`src/rtl/line_mem_sequencer.sv`:
```
// Burst sequencer between the cache line adapter and the main-memory word bus:
// optional writeback of the adapter's buffered line, then a word-by-word line fill.
module line_mem_sequencer #(
  parameter int WORD_SIZE      = 32,
  parameter int WORDS_PER_LINE = 8,
  parameter int LINE_BITS      = $clog2(WORDS_PER_LINE),
  parameter int BYTE_BITS      = 2
) (
  input  logic                 clk,
  input  logic                 clr_n,
  input  logic                 fill_req,
  input  logic                 wb_req,
  input  logic [31:0]          fill_addr,
  input  logic [31:0]          wb_addr,
  input  logic [WORD_SIZE-1:0] wb_data,
  output logic                 busy,
  output logic                 done,
  output logic                 adapter_clr,
  output logic                 adapter_we,
  output logic                 adapter_next,
  output logic [WORD_SIZE-1:0] fill_data,
  output logic [31:0]          mem_addr,
  output logic [WORD_SIZE-1:0] mem_wdata,
  output logic                 mem_re,
  output logic                 mem_we,
  input  logic [WORD_SIZE-1:0] mem_rdata,
  input  logic                 mem_ack,
  output logic [1:0]           dbg_state
);

  localparam int OFS_BITS = LINE_BITS + BYTE_BITS;
  localparam logic [LINE_BITS-1:0] LAST_WORD = LINE_BITS'(WORDS_PER_LINE - 1);
  localparam logic [31:0] LINE_MASK = ~((32'd1 << OFS_BITS) - 32'd1);

  typedef enum logic [1:0] {
    IDLE = 2'd0,
    WB   = 2'd1,
    RD   = 2'd2,
    DONE = 2'd3
  } state_t;

  state_t               state;
  logic [LINE_BITS-1:0] word_cnt;
  logic                 fill_pend;
  logic [31:0]          wb_addr_q;
  logic [31:0]          fill_addr_q;
  logic                 start;
  logic                 last_word;
  logic [31:0]          base_addr;

  assign start     = (state == IDLE) && (wb_req || fill_req);
  assign last_word = (word_cnt == LAST_WORD);
  assign busy      = (state != IDLE);
  assign done      = (state == DONE);
  assign dbg_state = state;

  // Memory handshake: mem_re/mem_we act as valid, mem_ack as ready. A request
  // with its address/data is held unchanged until the cycle mem_ack is high;
  // that cycle transfers the word, and the next word is presented after it.
  always_comb begin
    base_addr    = '0;
    mem_addr     = '0;
    mem_wdata    = '0;
    mem_re       = 1'b0;
    mem_we       = 1'b0;
    adapter_clr  = start;
    adapter_we   = 1'b0;
    adapter_next = 1'b0;
    fill_data    = '0;
    case (state)
      WB: begin
        base_addr    = wb_addr_q;
        mem_we       = 1'b1;
        mem_wdata    = wb_data;
        adapter_next = mem_ack;
        // Rewind the adapter for the fill; clr wins over next inside the adapter.
        adapter_clr  = mem_ack && last_word && fill_pend;
      end
      RD: begin
        base_addr    = fill_addr_q;
        mem_re       = 1'b1;
        adapter_we   = mem_ack;
        adapter_next = mem_ack;
        fill_data    = mem_ack ? mem_rdata : '0;
      end
      default: ;
    endcase
    if (mem_re || mem_we)
      mem_addr = (base_addr & LINE_MASK) + (32'(word_cnt) << BYTE_BITS);
  end

  always_ff @(posedge clk or negedge clr_n) begin
    if (!clr_n) begin
      state       <= IDLE;
      word_cnt    <= '0;
      fill_pend   <= 1'b0;
      wb_addr_q   <= '0;
      fill_addr_q <= '0;
    end else begin
      case (state)
        IDLE: begin
          if (wb_req) begin
            wb_addr_q   <= wb_addr;
            fill_addr_q <= fill_addr;
            fill_pend   <= fill_req;
            word_cnt    <= '0;
            state       <= WB;
          end else if (fill_req) begin
            fill_addr_q <= fill_addr;
            word_cnt    <= '0;
            state       <= RD;
          end
        end
        WB: begin
          if (mem_ack) begin
            word_cnt <= word_cnt + LINE_BITS'(1);
            if (last_word) state <= fill_pend ? RD : DONE;
          end
        end
        RD: begin
          if (mem_ack) begin
            word_cnt <= word_cnt + LINE_BITS'(1);
            if (last_word) state <= DONE;
          end
        end
        DONE: begin
          fill_pend <= 1'b0;
          word_cnt  <= '0;
          state     <= IDLE;
        end
        default: state <= IDLE;
      endcase
    end
  end

endmodule

```
`config.mk`:
```
export PLATFORM = sky130hd
export DESIGN_NAME = line_mem_sequencer
export DESIGN_NICKNAME = d
export VERILOG_FILES = /design/src/rtl/line_mem_sequencer.sv
export SDC_FILE = /design/constraint.sdc
export NUM_CORES = 1
export LEC_CHECK = 0
export BUFFER_PORTS_ARGS = -buffer_cell sky130_fd_sc_hd__buf_2
export CAP_MARGIN = 20
export CORE_UTILIZATION = 40
export CTS_BUF_LIST = sky130_fd_sc_hd__clkbuf_16
export DETAILED_ROUTE_END_ITERATION = 12
export PLACE_DENSITY = 0.9
export SETUP_SLACK_MARGIN = 0.4
export SKIP_LAST_GASP = 1
export SYNTH_ARGS = -nofsm -noshare
export SYNTH_HDL_FRONTEND = slang
export SYNTH_SLANG_ARGS = --single-unit
```
`constraint.sdc`:
```
create_clock -name clk -period 2 [get_ports clk]
set_input_delay 0.3 -clock clk [delete_from_list [all_inputs] [get_ports clk]]
set_output_delay 0.3 -clock clk [all_outputs]
set_load 0.1 [all_outputs]
```
Yosys cells after proc, flatten, opt, wreduce, memory -nomap -nowiden --
Cells that the tools add are included.
Word-level totals: bits in registers 70, input port bits 133, output and inout port bits 105, logic and storage cells 59
Operators by class: equal/unequal tests 11, mux-type cells 26, $add $sub $neg 2, reductions and logical operators 15
Operators with widths (number):
- 32-bit 2-to-1 mux | 6
- 32-bit case mux with 2 select lines | 1
- 32-bit by 5-bit adder with 32-bit output | 1
- 2-bit 2-to-1 mux | 6
- 2-bit inequality test (second input constant) | 5
- 3-bit 2-to-1 mux | 3
- 3-bit case mux with 3 select lines | 1
- 2-bit case mux with 4 select lines | 1
- 2-bit AND reduction | 4
- 1-bit 2-to-1 mux | 7
- 2-bit nonzero test | 3
- 5-bit AND reduction | 1
- 2-bit == test (second input constant) | 2
- 3-bit by 1-bit adder with 3-bit output (second input constant) | 1
- 3-bit == test (second input constant) | 1
- 1-bit logical AND | 3
- 3-bit inequality test (second input constant) | 1
- 2-bit by 1-bit == test with 1-bit output (second input constant) | 1
- 2-bit logical NOT | 1
- 1-bit logical OR | 2
- 2-bit by 1-bit inequality test with 1-bit output (second input constant) | 1
- 1-bit case mux with 2 select lines | 1
- 2-bit OR reduction | 1

Depth between registers and ports, before layout --
Gate-level depths: netlist (run 1).
word-level depth 4, depth in mapped cells 8, gate-level depth less buffers 5

Worst setup path before layout (run 1) --
No wires, ideal clock.
path kind reg2out, start register state[1] (netlist: dbg_state[1]), end output port adapter_clr, data required time 1700 ps, path slack -2613 ps, arrival 4313 ps, stages on the path, launching flop included 6, buffers on the path 2, path through dfrtp_1 -> inv_1 -> ha_1 -> buf_2 -> clkbuf_1 -> o21ai_0
Between the ends: cells in the longest elaborated chain, start to end 3, elaborated cells on any way between the ends 4, classes of those cells eq/ne: 1; mux: 1; reduce/logical: 2
RTL lines:
- start, declared | RTL line 42 | state_t state;
- start signal, assigned | RTL line 117 | if (last_word) state <= fill_pend ? RD : DONE;
- 2-bit logical NOT | RTL line 51 | assign start = (state == IDLE) && (wb_req || fill_req);
- 1-bit logical AND | RTL line 51
- 1-bit 2-to-1 mux (*) | RTL line 70 | case (state)
- end, declared | RTL line 18 | output logic adapter_clr,
Mark *: on every way between the ends. The rest lies on a longest branch, timed or not.

Final worst setup path (run 1) --
start register state[1] (netlist: dbg_state[1]), end output port mem_addr[26]
Between the ends: cells in the longest elaborated chain, start to end 4, elaborated cells on any way between the ends 8, classes of those cells add/sub: 1; eq/ne: 2; mux: 4; reduce/logical: 1
RTL lines:
- 2-bit == test / 2-bit by 1-bit == test with 1-bit output (equally long branches) | RTL line 70
- 32-bit case mux with 2 select lines / 1-bit 2-to-1 mux (equally long branches) | RTL line 70
- 32-bit by 5-bit adder with 32-bit output / 1-bit logical OR (equally long branches) | RTL line 89, 88
- 32-bit 2-to-1 mux (*) | RTL line 88 | if (mem_re || mem_we)
- end, declared | RTL line 22 | output logic [31:0] mem_addr,
Marks and branches as above.

==> results of run 1 <==
## logic make-up (layout without fill, tap and decap cells)
kind of cell | count (synthesis) | after routing | share of synthesized area (%)
buffers and inverters | 35 | 286 | 5.04
DFF | 60 | 60 | 44.5
muxes | 54 | 54 | 18.0
other | 1 | 3 | 0.111
AOI/OAI and AO/OA | 43 | 43 | 9.49
adders and majority gates | 7 | 7 | 2.59
and+or+nand+nor | 110 | 110 | 20.3
## routing by layer
metal  global-route usage (%)  vias to the layer above  part of all wire (%)
met1                     37.3                     1867                    32
met3                     10.9                      104                   8.7
met2                     66.2                      324                    53
met5                        0                        -                     0
met4                     21.3                        0                   6.2
li1                         -                     1587                     -
## placed cells by master, fill, tap and decap left out, drive strengths merged, types with 2 or more instances in the layout
cell type  count
mux2          54
nor2b         27
o21ai          5
ha             7
nand2          4
clkinv         4
o21bai         2
clkinvlp       2
nor3b          2
clkbuf        11
and2          38
buf          261
a22oi         27
dfrtp         60
conb           2
a22o           2
and3          32
o22ai          2
nand2b         3
nand3b         2
inv            6
## sequential cells by signal, indices dropped and copies added (netlist names)
name         count
wb_addr_q       27
dbg_state        2
fill_addr_q     27
word_cnt         3
fill_pend        1
## per-stage QoR
stage	util, %	cells	hold WS, ns	cell area [um^2]	setup slack, ns
3_3_place_gp	82.0	630	0.332	6700	0.194
3_5_place_dp	82.0	630	0.345	6700	0.0859
4_1_cts	91.4	664	0.00460	7470	-0.111
5_1_grt	92.8	668	0.0300	7590	-0.238
6_report	92.8	668	0.00319	7590	-0.195
2_1_floorplan	-	311	0.00441	4060	-0.311
## how the worst max path moves through the flow
stage / end / startpoint / cells after the start / slack (ns)
6_report: mem_addr[26] / dbg_state[1] / 6 / -0.20
5_1_grt: mem_addr[26] / dbg_state[0] / 7 / -0.24
4_1_cts: mem_addr[22] / dbg_state[1] / 6 / -0.11
3_5_place_dp: word_cnt[2] / dbg_state[0] / 6 / 0.09
3_3_place_gp: word_cnt[1] / dbg_state[0] / 6 / 0.19
2_1_floorplan: mem_addr[13] / dbg_state[0] / 6 / -0.31
## timing repair
item / 4_1_cts / 5_1_grt
cloned: 4 / 2
pin swaps: 9 / 7
setup buffers: 14 / 1
gates resized for setup: 63 / 12
endpoints found under the hold margin: 0 / 0
endpoints found under the setup margin: 161 / 161
## area by class of cell
type / count / area [um^2] / share of cell area, %
clock buffers: 9 / 225 / 2.97
clock inverters: 7 / 58.8 / 0.775
multi-input cells: 216 / 2420 / 31.9
flip-flops and latches: 60 / 1510 / 19.9
repair buffers: 264 / 3210 / 42.3
well taps: 105 / 131 / 1.73
diodes: 1 / 2.50 / 0.0330
inverters: 6 / 31.3 / 0.412
==> run summary, run 1 <==
The maximum buffer depth of the clock tree came out at 2. The area of the die came out at between 8000 and 9000 um^2. The clock latency of the later-clocked register in the worst-skew pair came out at 0.34 ns. At the worst endpoint, the required time is 1.70 ns. The dominant cell type by area after synthesis is dfrtp_1. The flow ran to the end, but the final reports show violations. The number of antenna violations at the first check in global routing came out at 1. Global routing used between 30% and 40% of the available tracks across all layers. The level count of the clock H-tree is 3. The post-detailed-route count of antenna-violating nets came out at 0.

The clock net in this run drives a total of 60 sinks. The number of buffers created by CTS came out at 9. The setup TNS came out at -9.04 ns.

The floorplan core area came out at around 8000 um^2. The final reports fail on setup timing. The highest-delay cell along the critical path is dfrtp_4.

The critical path's largest stage delay came out at 0.52 ns. The worst endpoint data arrival time is 1.90 ns. The layout cell share with drive strength beyond 1 came out at between 70% and 80%.

The worst register-to-register path ends at word_cnt[0]. Summing every instance area after synthesis gives approximately 3400 um^2. Counting flops and latches in the post-synthesis netlist gives 60. The starting density of the core came out at between 40% and 50%. The maximum number of pins on one net before global-route repair is 32. After layout, the minimum clock period comes to around 2.2 ns. The final routed wire length divided by cell count came out at roughly 26 um.

The aggregate global routing overflow is 0. The final cycle utilization of the critical path is 110%. The number of rows created at floorplan is 33. In this run the vertical extent of the chip is about 94 um. The final route contains 3882 vias. The most common cell in the synthesized netlist is dfrtp_1. The setup slack of the most critical reg-to-reg path came out at approximately 0.010 ns. The hold buffer count at CTS is 0. By startpoint and endpoint, the worst setup path is classified as reg -> out. The detailed placement HPWL is between 9000 and 10000 um.

The fmax came out at about 460 MHz. The portion of the post-synthesis area used by sequential elements is around 44%. TritonCTS built the clock tree. The most repeated library cell on the critical path is buf_12.

At the end of the flow, the number of nets in the layout was 697. In this run the tool buffered the top-level ports with roughly 230 buffer cells. The critical path endpoint category is an output port.

The first-pass GRT wire length is between 20000 and 25000 um. The final number of max-transition violations is 0. The worst reg2reg path startpoint is dbg_state[0]. The wire length reported by the detailed router is around 17000 um. Sorting the synthesized cells by how often they occur yields dfrtp_1, and2_1, and3_1. Measured along the x axis, the die boundary spans around 94 um. The number of hold violations in the final report came to 0. The clock skew is 0.0114 ns.

The first-pass detailed-route iteration total is 5. In the routed layout, each cell is associated on average with a via count of 5.81. The number of different library cells in the post-synthesis netlist is 32. The mean instance size in the synthesized netlist came out at between 10 and 15 um^2.

The buffer type at the clock tree root is clkbuf_16. In this run the biggest area consumer among cell types represents approximately 44% of the synthesized area. The number of global-route vias before repair came out at roughly 4100. The remaining routing DRC violations is 0. The synthesis-to-finish area growth is 125%. Of all nets on the critical path, the largest fanout is 9. The min-delay analysis places its worst path in the category in -> async. The clock edge transition at the registers on the reported setup and hold paths came out at 0.06 ns. The total setup violations reported at the end of the flow is 93. The fraction of registers with async set or reset after synthesis is 100%.

By area the synthesized netlist is led by dfrtp_1, mux2_1, mux2_2, and2_1, a22oi_1. Counting cells, the worst reg-to-reg path comes to 7. The weighted congestion reported at the end of routability-driven placement came out at 0.812. The critical path buffer and inverter count came out at 3. The count of maximum capacitance violations is 0. During synthesis, Yosys emitted a total of 0 warnings.

Traced cell by cell, the critical path runs through ha_4 > buf_12 > buf_12 > a22oi_2 > nor2b_4 > buf_12. Once routing completed, OpenROAD measured the worst setup slack at -0.195 ns. The family with the most delay on the worst path is flip-flops.

The most used flip-flop cell after synthesis is dfrtp_1. Setup repair after global routing could not meet its margin everywhere. The boundary pin count is between 200 and 250. The DRC marker count from the first detailed-route iteration is approximately 320. The kind of start point of the critical path is a register. The post-synthesis cell count came out at 310. The filler cells instantiated in the layout total ~260.

The number of synthesized flops with an enable pin is 0.
Power of run 1 is not shown: default switching activity piles up to over one toggle a cycle in this logic, so the estimate is an artifact.
==> inputs of run 2 (changes only) <==
- CORE_MARGIN: unset -> 2
- PLACE_DENSITY: 0.9 -> 0.81
==> run 2 against run 1 <==
  * Hold slack better by 0.18 ns
  * Clock skew decreased by 0.0056 ns
  * Sequential share of layout area rose by 0.69 points
  * Non-clock buffer count down 8
  * Cell count is 1.3% lower
  * The run still ends with setup timing left
  * Flip-flop and latch count is the same
  * Worst setup slack better by 0.098 ns
  * Highest routed layer is now met5
  * Wire length is 17% lower
  * Register-to-register slack better by 0.18 ns
  * Via count shrank 8.4%
  * Global-route usage shrank 6.7 points
  * Core utilization is 3.6 points lower
==> run summary, run 2 (synthesis results as in run 1) <==
Run status: complete, but fails checks (unchanged). Violated checks: setup timing (unchanged). The share of the core filled with cells was 89.3% (was 92.8%).

The slack of the critical path is -0.0975 ns (was -0.195 ns). The all-layer global routing usage was 30.0% (was 36.7%). The number of rows created at floorplan is 33 (unchanged). The fmax was 477 MHz (was 455 MHz).

The boundary pin count came out at 238 (unchanged). The count of maximum capacitance violations is 0 (unchanged). The net count of the finished layout came out at 689 (was 697). The clock latency of the later-clocked register in the worst-skew pair came out at 0.32 ns (was 0.34 ns). The post-route minimum period was 2.10 ns (was 2.20 ns).

The met1 track utilization from global routing is 33.3% (was 37.3%). The maximum number of pins on one net before global-route repair came out at 41 (was 32). The total setup violations reported at the end of the flow came out at 93 (unchanged).

The first-pass GRT wire length is 20400 um (was 23700 um). The buffer type at the clock tree root is clkbuf_16 (unchanged). The total cell area at the placement stage is 6670 um^2 (was 6700 um^2). The final cell area excluding filler cells is 7340 um^2 (was 7590 um^2). The post-detailed-route count of antenna-violating nets is 0 (unchanged). The final number of max-transition violations is 0 (unchanged). The floorplan core area came to 8220 um^2 (was 8180 um^2).

The number of hold violations in the final report is 0 (unchanged). The number of vias per cell came out at 5.40 (was 5.81). The kind of start point of the critical path is a register (unchanged). The biggest fanout along the worst timing path is 8 (was 9). The actual slew at the worst max-slew pin came out at 0.561 ns. The clock skew is 0.00577 ns (was 0.0114 ns).

The detailed placement HPWL is 10200 um (was 9630 um). The count of port buffers added during placement is 225 (unchanged). The layer carrying the most global-route usage is met2 (unchanged). The level count of the clock H-tree came out at 3 (unchanged). The number of buffers created by CTS was 9 (unchanged). The vertical extent of the die came out at 95.9 um (was 93.9 um). The starting density of the core came out at 41.1% (was 41.3%).

The kind of path behind the tightest hold check was in -> reg (was in -> async). The relative slew slack is between 60% and 70%. The CTS tree is built (unchanged). The remaining routing DRC violations came out at 0 (unchanged).

The final-layout fill cell count came to 355 (was 262). Highest-count cells in the layout ignoring fill and taps: buf_2, buf_12, dfrtp_1, and2_4 (was buf_2, buf_12, dfrtp_1, and2_4, and3_4). The met2 usage is 54.5% (was 66.2%). Registers with the most flip-flops: fill_addr_q: 27 flops, wb_addr_q: 27 flops, word_cnt: 3 flops (unchanged).

The via total after detailed routing is 3556 (was 3882). The synthesis-to-finish area growth came out at 117% (was 125%). The final routed wire length divided by cell count is 21.9 um (was 25.9 um). The area of the die is 9190 um^2 (was 8810 um^2). The clock edge transition at the registers on the reported setup and hold paths is 0.05 ns (was 0.06 ns). The aggregate global routing overflow came out at 0 (unchanged). The die extent in x came to 95.9 um (was 93.9 um).

The category of the critical setup timing path is reg -> out (unchanged). The number of antenna violations at the first check in global routing came to 1 (unchanged). Unrepaired setup endpoints after global routing: yes (unchanged). The final cycle utilization of the critical path came out at 105% (was 110%).

The wire length reported by the detailed router is 14400 um (was 17300 um). The weighted congestion reported at the end of routability-driven placement came out at 0.746 (was 0.812). The met3 track demand over resource is 7.75% (was 10.9%). The maximum buffer depth of the clock tree came out at 2 (unchanged). The leading cell type in the layout, fill and taps excluded is buf_2 (unchanged). The DRC marker count from the first detailed-route iteration is 158 (was 319).

The number of global-route vias before repair came out at 3752 (was 4054). The critical path endpoint category was an output port (unchanged). The first-pass detailed-route iteration total is 5 (unchanged). The worst endpoint data arrival time is 1.80 ns (was 1.90 ns). The layout cell share with drive strength beyond 1 is 77.2% (was 79.4%). The required time reported for the critical path endpoint came out at 1.70 ns (about the same). The number of clock sinks came out at 60 (unchanged).
-- run 2: cell types whose count changed in the layout (fill, tap and decap cells not counted), sizes merged --
cell	delta
clkinv	-1
bufbuf	-1
buf	-11
inv	-1
dlygate4sd3	+1
bufinv	+1
clkbuf	+3
-- run 2: cell type report --
type / count / area (um^2) / share of cell area (%)
inverter: 6 / 31.3 / 0.426
timing repair buffer: 256 / 3070 / 41.8
clock buffer: 9 / 225 / 3.07
antenna: 1 / 2.50 / 0.0341
multi-input combinational: 216 / 2290 / 31.2
clock inverter: 6 / 80.1 / 1.09
sequential: 60 / 1510 / 20.6
tap: 105 / 131 / 1.79
-- run 2: repair_timing --
item / in CTS / in global routing
hold endpoints to repair: 20 / 0
gates cloned: 0 / 4
endpoints found under the setup margin: 161 / 163
resized for setup: 25 / 12
buffers inserted: 12 / 1
hold buffers: 1 / 0
pin swaps: 0 / 3
-- run 2: metal layers --
metal	up-vias	wire, um	share of wire, %
met5	-	17	0.12
met4	2	428	3.0
met3	46	1130	7.8
met2	203	7970	55
met1	1748	4880	34
li1	1557	-	-
-- run 2: final timing paths --
path / slack, ns / from / cells after the start / to
min in group asynchronous: 0.52 / clr_n / 2 / fill_addr_q[9]
worst max-delay path: -0.1 / dbg_state[0] / 6 / mem_addr[8]
worst max register to register: 0.19 / dbg_state[1] / 7 / dbg_state[0]
max in group asynchronous: 0.86 / clr_n / 3 / fill_addr_q[11]
worst min-delay path: 0.19 / fill_addr[23] / 2 / fill_addr_q[23]
worst min register to register: 0.51 / fill_addr_q[23] / 1 / fill_addr_q[23]
-- run 2: per-stage QoR --
stage | setup slack, ns | setup TNS [ns] | hold slack (ns) | std cells
6_report | -0.0975 | -4.25 | 0.185 | 659
5_1_grt | -0.143 | -8.60 | 0.191 | 658
4_1_cts | -0.0939 | -4.26 | 0.180 | 653
3_5_place_dp | 0.104 | 0 | 0.313 | 625
3_3_place_gp | 0.119 | 0 | 0.290 | 625
2_1_floorplan | -0.311 | -19.68 | 0.00441 | 311
-- run 2: worst max-delay path, cell delays in order, from the launching register on --
cell     delay (ns)
dfrtp_4        0.51
inv_4          0.09
ha_4           0.23
buf_8          0.17
a22oi_1        0.12
nor2b_4        0.16
buf_12         0.19
Power of run 2 is left out for the same reason.
